<file path="src/rtl/multicycle_pkg.sv">
// multicycle_pkg: shared encodings for the multicycle MIPS-32 main control FSM.
//   ctrl_state_t   - 4-bit controller state; codes 12-15 are unused
//   OP_*           - instr[31:26] opcodes recognised in DECODE
//   ALU_OP_*       - alu_op encodings sent to the ALU decoder
//   SRC_B_*        - alu_src_b mux encodings
//   PC_SRC_*       - pc_src mux encodings
//   ctrl_word_t    - control word produced by multicycle_out_dec
//   is_legal_op()  - DECODE legality check; addi is legal only when
//                    MULTICYCLE_CTRL_ADDI_EN is defined
package multicycle_pkg;

    typedef enum logic [3:0] {
        StFetch  = 4'd0,
        StDecode = 4'd1,
        StMemAdr = 4'd2,
        StMemRd  = 4'd3,
        StMemWb  = 4'd4,
        StMemWr  = 4'd5,
        StExec   = 4'd6,
        StAluWb  = 4'd7,
        StBeq    = 4'd8,
        StAddiEx = 4'd9,
        StAddiWb = 4'd10,
        StJump   = 4'd11
    } ctrl_state_t;

    localparam logic [5:0] OP_RTYPE = 6'b000000;
    localparam logic [5:0] OP_LW    = 6'b100011;
    localparam logic [5:0] OP_SW    = 6'b101011;
    localparam logic [5:0] OP_BEQ   = 6'b000100;
    localparam logic [5:0] OP_ADDI  = 6'b001000;
    localparam logic [5:0] OP_J     = 6'b000010;

    localparam logic [1:0] ALU_OP_ADD   = 2'b00;
    localparam logic [1:0] ALU_OP_SUB   = 2'b01;
    localparam logic [1:0] ALU_OP_FUNCT = 2'b10;

    localparam logic [1:0] SRC_B_RD2     = 2'b00;
    localparam logic [1:0] SRC_B_FOUR    = 2'b01;
    localparam logic [1:0] SRC_B_IMM     = 2'b10;
    localparam logic [1:0] SRC_B_IMM_SH2 = 2'b11;

    localparam logic [1:0] PC_SRC_ALU    = 2'b00;
    localparam logic [1:0] PC_SRC_ALUOUT = 2'b01;
    localparam logic [1:0] PC_SRC_JUMP   = 2'b10;

    typedef struct packed {
        logic       pc_en;
        logic       i_or_d;
        logic       ir_write;
        logic       mem_write;
        logic       mem_to_reg;
        logic       reg_dst;
        logic       reg_write;
        logic       alu_src_a;
        logic [1:0] alu_src_b;
        logic [1:0] alu_op;
        logic [1:0] pc_src;
        logic       instr_done;
    } ctrl_word_t;

    function automatic logic is_legal_op(input logic [5:0] op);
        logic legal;
        legal = (op == OP_RTYPE) || (op == OP_LW) || (op == OP_SW) ||
                (op == OP_BEQ) || (op == OP_J);
`ifdef MULTICYCLE_CTRL_ADDI_EN
        legal = legal || (op == OP_ADDI);
`endif
        return legal;
    endfunction

endpackage

</file>
<file path="src/rtl/multicycle_ctrl_if.sv">
// multicycle_ctrl_if: control bundle between the main control FSM and the datapath.
//   Datapath -> controller: op (instr[31:26]), zero (ALU flag), mem_ready.
//   Controller -> datapath: PC/IR/memory/register-file enables, mux selects,
//   alu_op, debug state, instr_done and illegal_op pulses.
//   modport master: the controller; modport slave: the datapath side.
interface multicycle_ctrl_if;
    logic [5:0] op;
    logic       zero;
    logic       mem_ready;

    logic       pc_en;
    logic       i_or_d;
    logic       ir_write;
    logic       mem_write;
    logic       mem_to_reg;
    logic       reg_dst;
    logic       reg_write;
    logic       alu_src_a;
    logic [1:0] alu_src_b;
    logic [1:0] alu_op;
    logic [1:0] pc_src;
    logic [3:0] state;
    logic       instr_done;
    logic       illegal_op;

    modport master (
        input  op, zero, mem_ready,
        output pc_en, i_or_d, ir_write, mem_write, mem_to_reg, reg_dst, reg_write,
               alu_src_a, alu_src_b, alu_op, pc_src, state, instr_done, illegal_op
    );

    modport slave (
        output op, zero, mem_ready,
        input  pc_en, i_or_d, ir_write, mem_write, mem_to_reg, reg_dst, reg_write,
               alu_src_a, alu_src_b, alu_op, pc_src, state, instr_done, illegal_op
    );
endinterface

</file>
<file path="src/rtl/multicycle_out_dec.sv">
// multicycle_out_dec: Moore output decoder for the multicycle control FSM.
//   i_state     - current controller state
//   i_mem_ready - memory handshake; gates FETCH load enables and MEMWR retirement
//   i_zero      - ALU zero flag; qualifies the branch PC load in BEQ
//   o_ctrl      - control word (reset gating is applied by the parent)
// ADDIEX/ADDIWB decode only when MULTICYCLE_CTRL_ADDI_EN is defined.
module multicycle_out_dec
    import multicycle_pkg::*;
(
    input  ctrl_state_t i_state,
    input  logic        i_mem_ready,
    input  logic        i_zero,
    output ctrl_word_t  o_ctrl
);

    logic w_pc_write;
    logic w_branch;

    always_comb begin
        o_ctrl     = '0;
        w_pc_write = 1'b0;
        w_branch   = 1'b0;

        unique case (i_state)
            StFetch: begin
                o_ctrl.alu_src_b = SRC_B_FOUR;
                o_ctrl.alu_op    = ALU_OP_ADD;
                o_ctrl.pc_src    = PC_SRC_ALU;
                // Loads only on the ready cycle so a stalled fetch never double-loads
                o_ctrl.ir_write  = i_mem_ready;
                w_pc_write       = i_mem_ready;
            end
            StDecode: begin
                // Branch target precompute: PC+4 + (signimm<<2)
                o_ctrl.alu_src_b = SRC_B_IMM_SH2;
                o_ctrl.alu_op    = ALU_OP_ADD;
            end
            StMemAdr: begin
                o_ctrl.alu_src_a = 1'b1;
                o_ctrl.alu_src_b = SRC_B_IMM;
                o_ctrl.alu_op    = ALU_OP_ADD;
            end
            StMemRd: begin
                o_ctrl.i_or_d = 1'b1;
            end
            StMemWb: begin
                o_ctrl.mem_to_reg = 1'b1;
                o_ctrl.reg_write  = 1'b1;
                o_ctrl.instr_done = 1'b1;
            end
            StMemWr: begin
                o_ctrl.i_or_d     = 1'b1;
                o_ctrl.mem_write  = 1'b1;
                o_ctrl.instr_done = i_mem_ready;
            end
            StExec: begin
                o_ctrl.alu_src_a = 1'b1;
                o_ctrl.alu_src_b = SRC_B_RD2;
                o_ctrl.alu_op    = ALU_OP_FUNCT;
            end
            StAluWb: begin
                o_ctrl.reg_dst    = 1'b1;
                o_ctrl.reg_write  = 1'b1;
                o_ctrl.instr_done = 1'b1;
            end
            StBeq: begin
                o_ctrl.alu_src_a  = 1'b1;
                o_ctrl.alu_src_b  = SRC_B_RD2;
                o_ctrl.alu_op     = ALU_OP_SUB;
                o_ctrl.pc_src     = PC_SRC_ALUOUT;
                o_ctrl.instr_done = 1'b1;
                w_branch          = 1'b1;
            end
`ifdef MULTICYCLE_CTRL_ADDI_EN
            StAddiEx: begin
                o_ctrl.alu_src_a = 1'b1;
                o_ctrl.alu_src_b = SRC_B_IMM;
                o_ctrl.alu_op    = ALU_OP_ADD;
            end
            StAddiWb: begin
                o_ctrl.reg_write  = 1'b1;
                o_ctrl.instr_done = 1'b1;
            end
`endif
            StJump: begin
                o_ctrl.pc_src     = PC_SRC_JUMP;
                o_ctrl.instr_done = 1'b1;
                w_pc_write        = 1'b1;
            end
            default: begin
                o_ctrl = '0;
            end
        endcase

        o_ctrl.pc_en = w_pc_write | (w_branch & i_zero);
    end

endmodule

</file>
<file path="src/rtl/multicycle_ctrl.sv">
// multicycle_ctrl: main control FSM for the multicycle MIPS-32 datapath.
//   CLK  - clock, rising edge
//   rst  - synchronous active-low reset; loads FETCH and masks all strobes while low
//   bus  - multicycle_ctrl_if.master: op/zero/mem_ready in, control word,
//          debug state, instr_done and illegal_op out
// Optional feature macro: MULTICYCLE_CTRL_ADDI_EN (adds ADDIEX/ADDIWB for addi;
// otherwise addi decodes as illegal).
module multicycle_ctrl
    import multicycle_pkg::*;
(
    input  logic              CLK,
    input  logic              rst,
    multicycle_ctrl_if.master bus
);

    ctrl_state_t r_state;
    ctrl_state_t w_state_next;
    ctrl_word_t  w_ctrl;
    logic        w_illegal;

    always_ff @(posedge CLK) begin
        if (!rst) begin
            r_state <= StFetch;
        end else begin
            r_state <= w_state_next;
        end
    end

    always_comb begin
        w_state_next = r_state;
        w_illegal    = 1'b0;

        unique case (r_state)
            StFetch: begin
                if (bus.mem_ready) begin
                    w_state_next = StDecode;
                end
            end
            StDecode: begin
                if (!is_legal_op(bus.op)) begin
                    w_state_next = StFetch;
                    w_illegal    = 1'b1;
                end else begin
                    case (bus.op)
                        OP_LW, OP_SW: w_state_next = StMemAdr;
                        OP_RTYPE:     w_state_next = StExec;
                        OP_BEQ:       w_state_next = StBeq;
                        OP_J:         w_state_next = StJump;
`ifdef MULTICYCLE_CTRL_ADDI_EN
                        OP_ADDI:      w_state_next = StAddiEx;
`endif
                        default:      w_state_next = StFetch;
                    endcase
                end
            end
            StMemAdr: begin
                w_state_next = (bus.op == OP_SW) ? StMemWr : StMemRd;
            end
            StMemRd: begin
                if (bus.mem_ready) begin
                    w_state_next = StMemWb;
                end
            end
            StMemWr: begin
                if (bus.mem_ready) begin
                    w_state_next = StFetch;
                end
            end
            StExec: begin
                w_state_next = StAluWb;
            end
`ifdef MULTICYCLE_CTRL_ADDI_EN
            StAddiEx: begin
                w_state_next = StAddiWb;
            end
`endif
            StMemWb, StAluWb, StBeq, StJump: begin
                w_state_next = StFetch;
            end
            // Unused codes (and removed addi states) recover to FETCH
            default: begin
                w_state_next = StFetch;
            end
        endcase
    end

    multicycle_out_dec u_out_dec (
        .i_state     (r_state),
        .i_mem_ready (bus.mem_ready),
        .i_zero      (bus.zero),
        .o_ctrl      (w_ctrl)
    );

    // Strobes are masked while reset is held so nothing loads mid-reset
    assign bus.pc_en      = rst & w_ctrl.pc_en;
    assign bus.ir_write   = rst & w_ctrl.ir_write;
    assign bus.mem_write  = rst & w_ctrl.mem_write;
    assign bus.reg_write  = rst & w_ctrl.reg_write;
    assign bus.instr_done = rst & w_ctrl.instr_done;
    assign bus.illegal_op = rst & w_illegal;

    assign bus.i_or_d     = w_ctrl.i_or_d;
    assign bus.mem_to_reg = w_ctrl.mem_to_reg;
    assign bus.reg_dst    = w_ctrl.reg_dst;
    assign bus.alu_src_a  = w_ctrl.alu_src_a;
    assign bus.alu_src_b  = w_ctrl.alu_src_b;
    assign bus.alu_op     = w_ctrl.alu_op;
    assign bus.pc_src     = w_ctrl.pc_src;
    assign bus.state      = r_state;

endmodule

</file>
<file path="src/flat_wrapper.sv">
// flat-port wrapper written by rule: the top's interface ports become plain ports
module multicycle_ctrl_flat import multicycle_pkg::*;
  (CLK, rst, bus_op, bus_zero, bus_mem_ready, bus_pc_en, bus_i_or_d, bus_ir_write, bus_mem_write, bus_mem_to_reg, bus_reg_dst, bus_reg_write, bus_alu_src_a, bus_alu_src_b, bus_alu_op, bus_pc_src, bus_state, bus_instr_done, bus_illegal_op);
  multicycle_ctrl_if bus_i ();
  input  logic CLK;
  input  logic rst;
  input wire logic [$bits(bus_i.op)-1:0] bus_op;
  input wire logic [$bits(bus_i.zero)-1:0] bus_zero;
  input wire logic [$bits(bus_i.mem_ready)-1:0] bus_mem_ready;
  output wire logic [$bits(bus_i.pc_en)-1:0] bus_pc_en;
  output wire logic [$bits(bus_i.i_or_d)-1:0] bus_i_or_d;
  output wire logic [$bits(bus_i.ir_write)-1:0] bus_ir_write;
  output wire logic [$bits(bus_i.mem_write)-1:0] bus_mem_write;
  output wire logic [$bits(bus_i.mem_to_reg)-1:0] bus_mem_to_reg;
  output wire logic [$bits(bus_i.reg_dst)-1:0] bus_reg_dst;
  output wire logic [$bits(bus_i.reg_write)-1:0] bus_reg_write;
  output wire logic [$bits(bus_i.alu_src_a)-1:0] bus_alu_src_a;
  output wire logic [$bits(bus_i.alu_src_b)-1:0] bus_alu_src_b;
  output wire logic [$bits(bus_i.alu_op)-1:0] bus_alu_op;
  output wire logic [$bits(bus_i.pc_src)-1:0] bus_pc_src;
  output wire logic [$bits(bus_i.state)-1:0] bus_state;
  output wire logic [$bits(bus_i.instr_done)-1:0] bus_instr_done;
  output wire logic [$bits(bus_i.illegal_op)-1:0] bus_illegal_op;
  assign bus_i.op = bus_op;
  assign bus_i.zero = bus_zero;
  assign bus_i.mem_ready = bus_mem_ready;
  assign bus_pc_en = bus_i.pc_en;
  assign bus_i_or_d = bus_i.i_or_d;
  assign bus_ir_write = bus_i.ir_write;
  assign bus_mem_write = bus_i.mem_write;
  assign bus_mem_to_reg = bus_i.mem_to_reg;
  assign bus_reg_dst = bus_i.reg_dst;
  assign bus_reg_write = bus_i.reg_write;
  assign bus_alu_src_a = bus_i.alu_src_a;
  assign bus_alu_src_b = bus_i.alu_src_b;
  assign bus_alu_op = bus_i.alu_op;
  assign bus_pc_src = bus_i.pc_src;
  assign bus_state = bus_i.state;
  assign bus_instr_done = bus_i.instr_done;
  assign bus_illegal_op = bus_i.illegal_op;
  multicycle_ctrl u_core (.CLK(CLK), .rst(rst), .bus(bus_i));
endmodule
</file>
<file path="config.mk">
export PLATFORM = sky130hd
export DESIGN_NAME = multicycle_ctrl_flat
export DESIGN_NICKNAME = d
export VERILOG_FILES = /design/src/rtl/multicycle_pkg.sv /design/src/rtl/multicycle_ctrl_if.sv /design/src/rtl/multicycle_out_dec.sv /design/src/rtl/multicycle_ctrl.sv /design/src/flat_wrapper.sv
export SDC_FILE = /design/constraint.sdc
export NUM_CORES = 1
export LEC_CHECK = 0
export CAP_MARGIN = 20
export CELL_PAD_IN_SITES_DETAIL_PLACEMENT = 0
export CELL_PAD_IN_SITES_GLOBAL_PLACEMENT = 1
export CORE_MARGIN = 3
export CORE_UTILIZATION = 23
export CTS_CLUSTER_DIAMETER = 100
export DETAILED_ROUTE_END_ITERATION = 10
export PLACE_DENSITY = 0.88
export SLEW_MARGIN = 25
export SYNTH_ARGS = -nofsm -noshare
export SYNTH_HDL_FRONTEND = slang
export SYNTH_SLANG_ARGS = --single-unit
</file>
<file path="constraint.sdc">
create_clock -name CLK -period 2.35 [get_ports CLK]
set_input_delay 0.5875 -clock CLK [delete_from_list [all_inputs] [get_ports CLK]]
set_output_delay 0.5875 -clock CLK [all_outputs]
set_load 0.05 [all_outputs]
</file>
==> out/qor.txt, run 1 <==
Most frequent cells in the layout - buf_4 (21), buf_12 (13), dlygate4sd2_1 (6), nor2_1 (5), clkdlybuf4s50_1 (5)
Crit path launch - bus_op[0]
P_sw - 93.6 uW
Fillers - 183
Critical Path RT - 1.76 ns
Avg Inst Size Synth - 6.75 um2
Internal power - 190 uW
Die ar. - 0.00273 mm2
Die W - 52.3 um
Starting DRT DRC Count - 3
Slew Limit Headroom - 63.0%
H-tree depth - 1
DP Worst Slack - -0.193 ns
Worst-Skew Late Latency - 0.23 ns
Post-synth EDFFs - 0
Hold Startpoint - u_core.bus.state[0]
Cell Count, Final, Fillers Out - 142
I/O pin total - 30
Synth unique cells - 29
Die height - 52.3 um
Area Overhead vs Synth - 141%
Core area - 0.00200 mm2
Tmin final - 2.32 ns
Layout cells sized above 1 - 58.3%
Initial antenna violation count - 0
DRC Markers - 0
Input/output buffers - 29
Synth warn - 0
Register area share after synthesis - 16.2%
GRT Resource Usage Total - 13.9%
Final core utilization - 59.4%
P_leak - 0.466 nW
Antenna-violating nets left - 0
Worst Setup EP - bus_illegal_op
Final hold violation count - 0
Inserted Clock Buffers - 3
Combinational Power Share - 44.3%
Register share of total power - 26.5%
Max-slew violations - 0
Cell count of the worst reg-to-reg path - 5
Final wirelength - 1.82 mm
Final WS setup - 0.0323 ns
FFs w/ async S/R, synth - 0%
Vias per inst - 4.91
Routed vias - 697
Clock share of power - 29.1%
Setup Skew - 0.00271 ns
Global placer's final weighted congestion - 0.784
Pre-Repair DR Iteration Count - 3
Worst Tran Pin Value - 0.554 ns
DP Wirelength - 1.42 mm
Worst hold path type - register to register
Starting density of the core - 24.6%
Critical path class - input pin to primary output
Synthesized instance count - 73
GRT overflow - 0
Top FF cell, synth - dfxtp_1
Yosys reg bits - 4
Largest net degree at the start of global routing - 20
CTS tree - built
Number of clock sinks - 4
CTS Root Cell - clkbuf_4
Clock-pin slew on the worst setup and hold paths - 0.04 ns
Syn_nets - 83
DR WL/cell - 12.8 um
Ant diodes - 0
Peak supply drop - 0.260 mV
Startpoint types - input pin
# Post-CTS Setup Buffers - 0
Fin crit share - 98.6%
CP Capture Type - primary output
Worst-path fanout max - 2
Switching share of power - 33.0%
Pwr per Cell Area - 238 mW/mm2
Rows - 16
Status - completed
Max cap viols - 0
Final setup viols - 0
Commonest non-fill, non-tap cell in the layout - buf_4
First-pass GRT wire length - 2.93 mm
Placed Cells incl. Taps - 139
Vias in the first global route - 666
Max FFs per register - 4
Beginning of the worst register-to-register path - u_core.bus.state[3]
Total Neg Setup Slack - 0 ns
FF-to-FF End - u_core.bus.state[2]
WP data arrival - 1.73 ns
R2R setup slack - 0.67 ns
Mapped cell area - 493 um2
Final nets - 127
RSZ-0062 raised after global routing - no
FMAX - 0.431 GHz
Bufs on Longest Clock Path - 2
cells in the mapped netlist, drive strengths merged (3+ instances only):
master | count | area [um2]
nor4b | 3 | 26.3
clkbuf | 4 | 15.0
xnor2 | 3 | 26.3
and3 | 4 | 25.0
nand2 | 4 | 15.0
nor2b | 5 | 31.3
nor2 | 10 | 37.5
nor3 | 8 | 40.0
dfxtp | 4 | 80.1
nand3 | 4 | 20.0
nand2b | 3 | 18.8
repair_timing:
action / CTS / global route
pin swaps: 6 / 2
resized for setup: 19 / 2
hold buffers: 0 / 0
endpoints found under the setup margin: 6 / 1
layer usage:
layer  GRT usage, %  wire [um]  up-vias
met1           15.8        724      315
li1               -          -      353
met4           1.70         27        0
met5              0          0        -
met2           25.6        925       27
met3           4.56        143        2
power by group through the flow:
stage	clock network (mW)	registers [mW]	logic, mW
6_report	0.0826	0.0752	0.126
5_1_grt	0.0953	0.0754	0.133
4_1_cts	0.0887	0.0750	0.123
3_5_place_dp	0	0.0754	0.120
3_3_place_gp	0	0.0754	0.119
2_1_floorplan	0	0.0772	0.0539
critical path, cell delays in order:
cell           delay, ns
dlygate4sd2_1       0.24
or4_4               0.56
nor2_4              0.14
nor3_4              0.06
buf_12              0.14
worst min path at each step:
stage / slack, ns / endpoint / cells after the start
after global routing: 0.67 / u_core.bus.state[2] / 2
after detailed placement: 0.58 / u_core.bus.state[2] / 2
after CTS: 0.62 / u_core.bus.state[2] / 2
after floorplan: 0.76 / u_core.bus.state[3] / 2
after global placement: 0.59 / u_core.bus.state[2] / 2
final: 0.63 / u_core.bus.state[2] / 2
cell type report:
| cell class | instances | area (um2) | area share [%] |
|---|---|---|---|
| sequential | 4 | 82.6 | 6.94 |
| tap | 27 | 33.8 | 2.84 |
| inverter | 1 | 3.75 | 0.315 |
| timing repair buffer | 45 | 520 | 43.7 |
| multi-input combinational | 62 | 527 | 44.3 |
| clock buffer | 3 | 22.5 | 1.89 |
stage by stage:
step | hold slack (ns) | power, mW | cell area, um2
3_3_place_gp | 0.592 | 0.194 | 1110
5_1_grt | 0.666 | 0.303 | 1190
2_1_floorplan | 0.765 | 0.131 | 576
4_1_cts | 0.622 | 0.287 | 1180
6_report | 0.628 | 0.283 | 1190
3_5_place_dp | 0.585 | 0.195 | 1110
logic make-up after synthesis:
family,Yosys count,synth area share (%)
AOI/OAI and AO/OA,10,14.2
xor gates and xnor gates,3,5.33
and+or+nand+nor,48,56.9
muxes,1,2.03
buffers and inverters,7,5.33
DFF,4,16.2
Power figures use the tool's default switching activity.
==> run 2: changes to the inputs <==
Settings changed: CORE_UTILIZATION 23 to 25, PLACE_DENSITY 0.88 to 0.94.
Clock period 2.35 ns to 2.7 ns, I/O delays scaled along.
==> out/qor.txt, run 2 (synthesized netlist as in run 1, its figures left out) <==
H-tree depth - 1
M3 GR Usage - 2.97%
I/O pin total - 30
Max cap viols - 0
P_leak - 0.420 nW
Final nets - 122
Placed Cells incl. Taps - 132
Critical Path RT - 2.03 ns
Pwr per Cell Area - 231 mW/mm2
Inserted Clock Buffers - 3
GRT Resource Usage Total - 13.3%
Critical path class - input pin to primary output
WP data arrival - 1.97 ns
Ant diodes - 0
# Post-CTS Setup Buffers - 0
DP Wirelength - 1.37 mm
Area Overhead vs Synth - 103%
Vias per inst - 5.07
Vias in the first global route - 631
Rows - 15
Cell Count, Final, Fillers Out - 135
Max FFs per register - 4
Slew Limit Headroom - 67.0%
DR WL/cell - 12.3 um
Total Neg Setup Slack - 0 ns
Antenna-violating nets left - 0
Post-layout instance area - 998 um2
Placed instance area - 951 um2
CTS Root Cell - clkbuf_4
Input/output buffers - 29
CTS tree - built
Final wirelength - 1.67 mm
Worst Tran Pin Value - 0.494 ns
Tmin final - 2.65 ns
Worst hold path type - register to register
Clock-pin slew on the worst setup and hold paths - 0.04 ns
Starting density of the core - 27.4%
Layout cells sized above 1 - 40.0%
Most Crowded Layer GR - met2
Initial antenna violation count - 0
Fillers - 178
Global placer's final weighted congestion - 0.838
Die height - 50.4 um
Peak supply drop - 0.156 mV
Multi-input gate area - 445 um2
Max-slew violations - 0
R2R setup slack - 0.90 ns
First-pass GRT wire length - 2.72 mm
Fin crit share - 98.0%
M1 GR Usage - 16.3%
Startpoint types - input pin
Largest net degree at the start of global routing - 15
DRC Markers - 0
Most frequent cells in the layout - buf_4 (20), clkdlybuf4s50_1 (12), nor2_1 (8), buf_12 (6)
Final hold violation count - 0
Met2 usage - 23.0%
Setup Skew - 0.00214 ns
Die W - 50.4 um
Core area - 0.00180 mm2
Status - completed
PnR Total Power - 230 uW
CP Capture Type - primary output
FF+latch area - 80.1 um2
Starting DRT DRC Count - 11
Final core utilization - 55.4%
Pre-Repair DR Iteration Count - 4
Routed vias - 685
Number of clock sinks - 4
Worst-path fanout max - 2
Die ar. - 0.00254 mm2
GRT overflow - 0
Bufs on Longest Clock Path - 2
Worst-Skew Late Latency - 0.23 ns
Commonest non-fill, non-tap cell in the layout - buf_4
FMAX - 0.378 GHz
Final setup viols - 0
[run 2: changes by cell type in the layout (fill, tap and decap cells not counted), sizes merged]
cell and delta:
dlygate4sd2 -6, clkdlybuf4s50 +7, buf -8, dlymetal6s2s +2
[run 2: layer usage]
layer  routed length [um]  vias to the layer above
met5                    0                        -
met4                    0                        0
met3                  102                        0
met2                  833                       23
met1                  730                      319
li1                     -                      343
[run 2: critical path: stages]
cell             delay (ns)
clkdlybuf4s50_1        0.42
or4_4                  0.57
nor2_4                 0.10
nor3_2                 0.06
buf_12                 0.14
[run 2: layout make-up]
type | count | area share (%)
repair buffers | 40 | 41.6
flip-flops and latches | 4 | 8.02
inverters | 1 | 0.376
well taps | 25 | 3.13
clock buffers | 3 | 2.26
multi-input cells | 62 | 44.6
[run 2: worst paths after layout]
kind,depth (start not counted),end,start
worst min register to register,2,u_core.bus.state[1],u_core.bus.state[2]
worst max register to register,6,u_core.bus.state[1],u_core.bus.state[3]
worst min-delay path,2,u_core.bus.state[1],u_core.bus.state[2]
worst max-delay path,5,bus_illegal_op,bus_op[3]
[run 2: stage by stage]
| stage | hold WS [ns] | setup WS (ns) |
|---|---|---|
| after floorplan | 0.852 | -0.283 |
| after global placement | 0.741 | 0.0271 |
| after detailed placement | 0.744 | 0.00720 |
| after CTS | 0.747 | 0.00515 |
| after global routing | 0.779 | -0.00162 |
| final | 0.754 | 0.0534 |
[run 2: where the power goes]
part	switching, mW	internal [mW]	total, mW
combinational	0.0496	0.0463	0.0958
sequential	0.00220	0.0608	0.0630
clock	0.0219	0.0496	0.0715
total	0.0737	0.157	0.230
[run 2: repair_timing]
| action | in CTS | in global routing |
|---|---|---|
| gates resized for setup | 0 | 8 |
| hold buffers | 0 | 0 |
| setup endpoints to repair | 0 | 5 |
==> run 3: changes to the inputs <==
Settings changed: PLACE_DENSITY 0.94 to 0.82.
==> out/qor.txt, run 3 (synthesized netlist as in run 1, its figures left out) <==
Pre-Repair DR Iteration Count - 4
RSZ-0062 raised after global routing - no
# Post-CTS Setup Buffers - 0
CP cell instances - clkdlybuf4s50_1, or4_4, nor2_1, nor3_2, buf_12
P_sw - 74.5 uW
Core area - 0.00180 mm2
Setup Skew - 0.00424 ns
Largest net degree at the start of global routing - 13
CP bufs+invs - 2
CP delay by family, top - simple AND/OR/NAND/NOR gates
Initial antenna violation count - 0
Cts-stage hold buffer count - 0
Multi-input gate area - 433 um2
Bufs on Longest Clock Path - 2
I/O pin total - 30
Final nets - 123
GRT overflow - 0
DRC Markers - 0
Status - completed
Final setup viols - 0
Slew Limit Headroom - 66.8%
Fin crit share - 99.2%
H-tree depth - 1
Commonest non-fill, non-tap cell in the layout - buf_4
CP Capture Type - primary output
Rows - 15
Final wirelength - 1.67 mm
Max FFs per register - 4
Switching share of power - 32.1%
Vias in the first global route - 639
Tmin final - 2.68 ns
FF+latch area - 80.1 um2
PnR Total Power - 232 uW
Area Overhead vs Synth - 101%
Ant diodes - 0
Starting DRT DRC Count - 12
Max cap viols - 0
Placed Cells incl. Taps - 133
Final hold violation count - 0
Starting density of the core - 27.4%
Peak supply drop - 0.403 mV
CTS tree - built
CTS Root Cell - clkbuf_4
Register share of total power - 27.8%
Worst Tran Pin Value - 0.496 ns
Startpoint types - input pin
Inserted Clock Buffers - 3
First-pass GRT wire length - 2.82 mm
CTS resizes - 0
Die height - 50.4 um
P_leak - 0.400 nW
Critical Path RT - 2.03 ns
Clock-pin slew on the worst setup and hold paths - 0.03 ns
WP data arrival - 2.00 ns
Antenna-violating nets left - 0
Slowest-stage cell, CP - or4_4
DR WL/cell - 12.3 um
FMAX - 0.373 GHz
Routed vias - 672
Worst hold path type - register to register
Pwr per Cell Area - 235 mW/mm2
Number of clock sinks - 4
GRT Resource Usage Total - 14.5%
Worst-path fanout max - 4
Global placer's final weighted congestion - 0.753
Fillers - 176
Internal power - 158 uW
Die W - 50.4 um
Total Neg Setup Slack - 0 ns
Layout cells sized above 1 - 38.7%
Combinational Power Share - 40.8%
Critical path class - input pin to primary output
Clock share of power - 31.3%
Die ar. - 0.00254 mm2
Cell Count, Final, Fillers Out - 136
Worst-Skew Late Latency - 0.23 ns
Critical path's largest stage delay - 0.53 ns
Max-slew violations - 0
Vias per inst - 4.94
Input/output buffers - 29
DP Wirelength - 1.37 mm
Most frequent cells in the layout - buf_4 (21), clkdlybuf4s50_1 (14), nor2_1 (10), buf_12 (6)
==> run 3: layer usage <==
metal  track usage [%]  vias to the layer above  part of all wire (%)
li1                  -                      346                     -
met3              6.23                        0                   7.3
met2              25.9                       27                    50
met4              2.69                        0                     0
met5                 0                        -                     0
met1              15.9                      299                    43
==> run 3: worst reg2reg max path, stage by stage (launching register included) <==
cell      delay (ns)
dfxtp_1         0.52
buf_4           0.25
nand2b_1        0.11
o41ai_1         0.40
o311ai_0        0.22
nor2_1          0.16
==> run 3: power groups by stage <==
stage	Clock [mW]	Combinational, mW	Sequential, mW
after detailed placement	0	0.0941	0.0654
after CTS	0.0763	0.0945	0.0645
final	0.0727	0.0948	0.0646
after floorplan	0	0.0438	0.0669
after global routing	0.0852	0.101	0.0651
after global placement	0	0.0930	0.0653
==> run 3: through the flow <==
step | instance area, um2 | hold WS [ns] | setup slack [ns] | utilization [%]
2_1_floorplan | 532 | 0.852 | -0.283 | -
3_3_place_gp | 958 | 0.672 | 0.0284 | 53.2
3_5_place_dp | 958 | 0.685 | 0.0306 | 53.2
4_1_cts | 981 | 0.690 | 0.0146 | 54.4
5_1_grt | 988 | 0.760 | 0.00298 | 54.9
6_report | 988 | 0.689 | 0.0220 | 54.9
==> run 3: area by class of cell <==
type	count	area share [%]
inverters	1	0.380
flip-flops and latches	4	8.10
clock buffers	3	2.28
repair buffers	41	42.3
multi-input cells	62	43.8
well taps	25	3.16
==> run 3: final timing paths <==
kind	cells past startpoint	end	slack, ns	startpoint
hold / removal	2	u_core.bus.state[1]	0.69	u_core.bus.state[1]
setup / recovery	5	bus_illegal_op	0.02	bus_op[0]
hold reg to reg	2	u_core.bus.state[1]	0.69	u_core.bus.state[1]
setup reg to reg	5	u_core.bus.state[2]	0.97	u_core.bus.state[0]
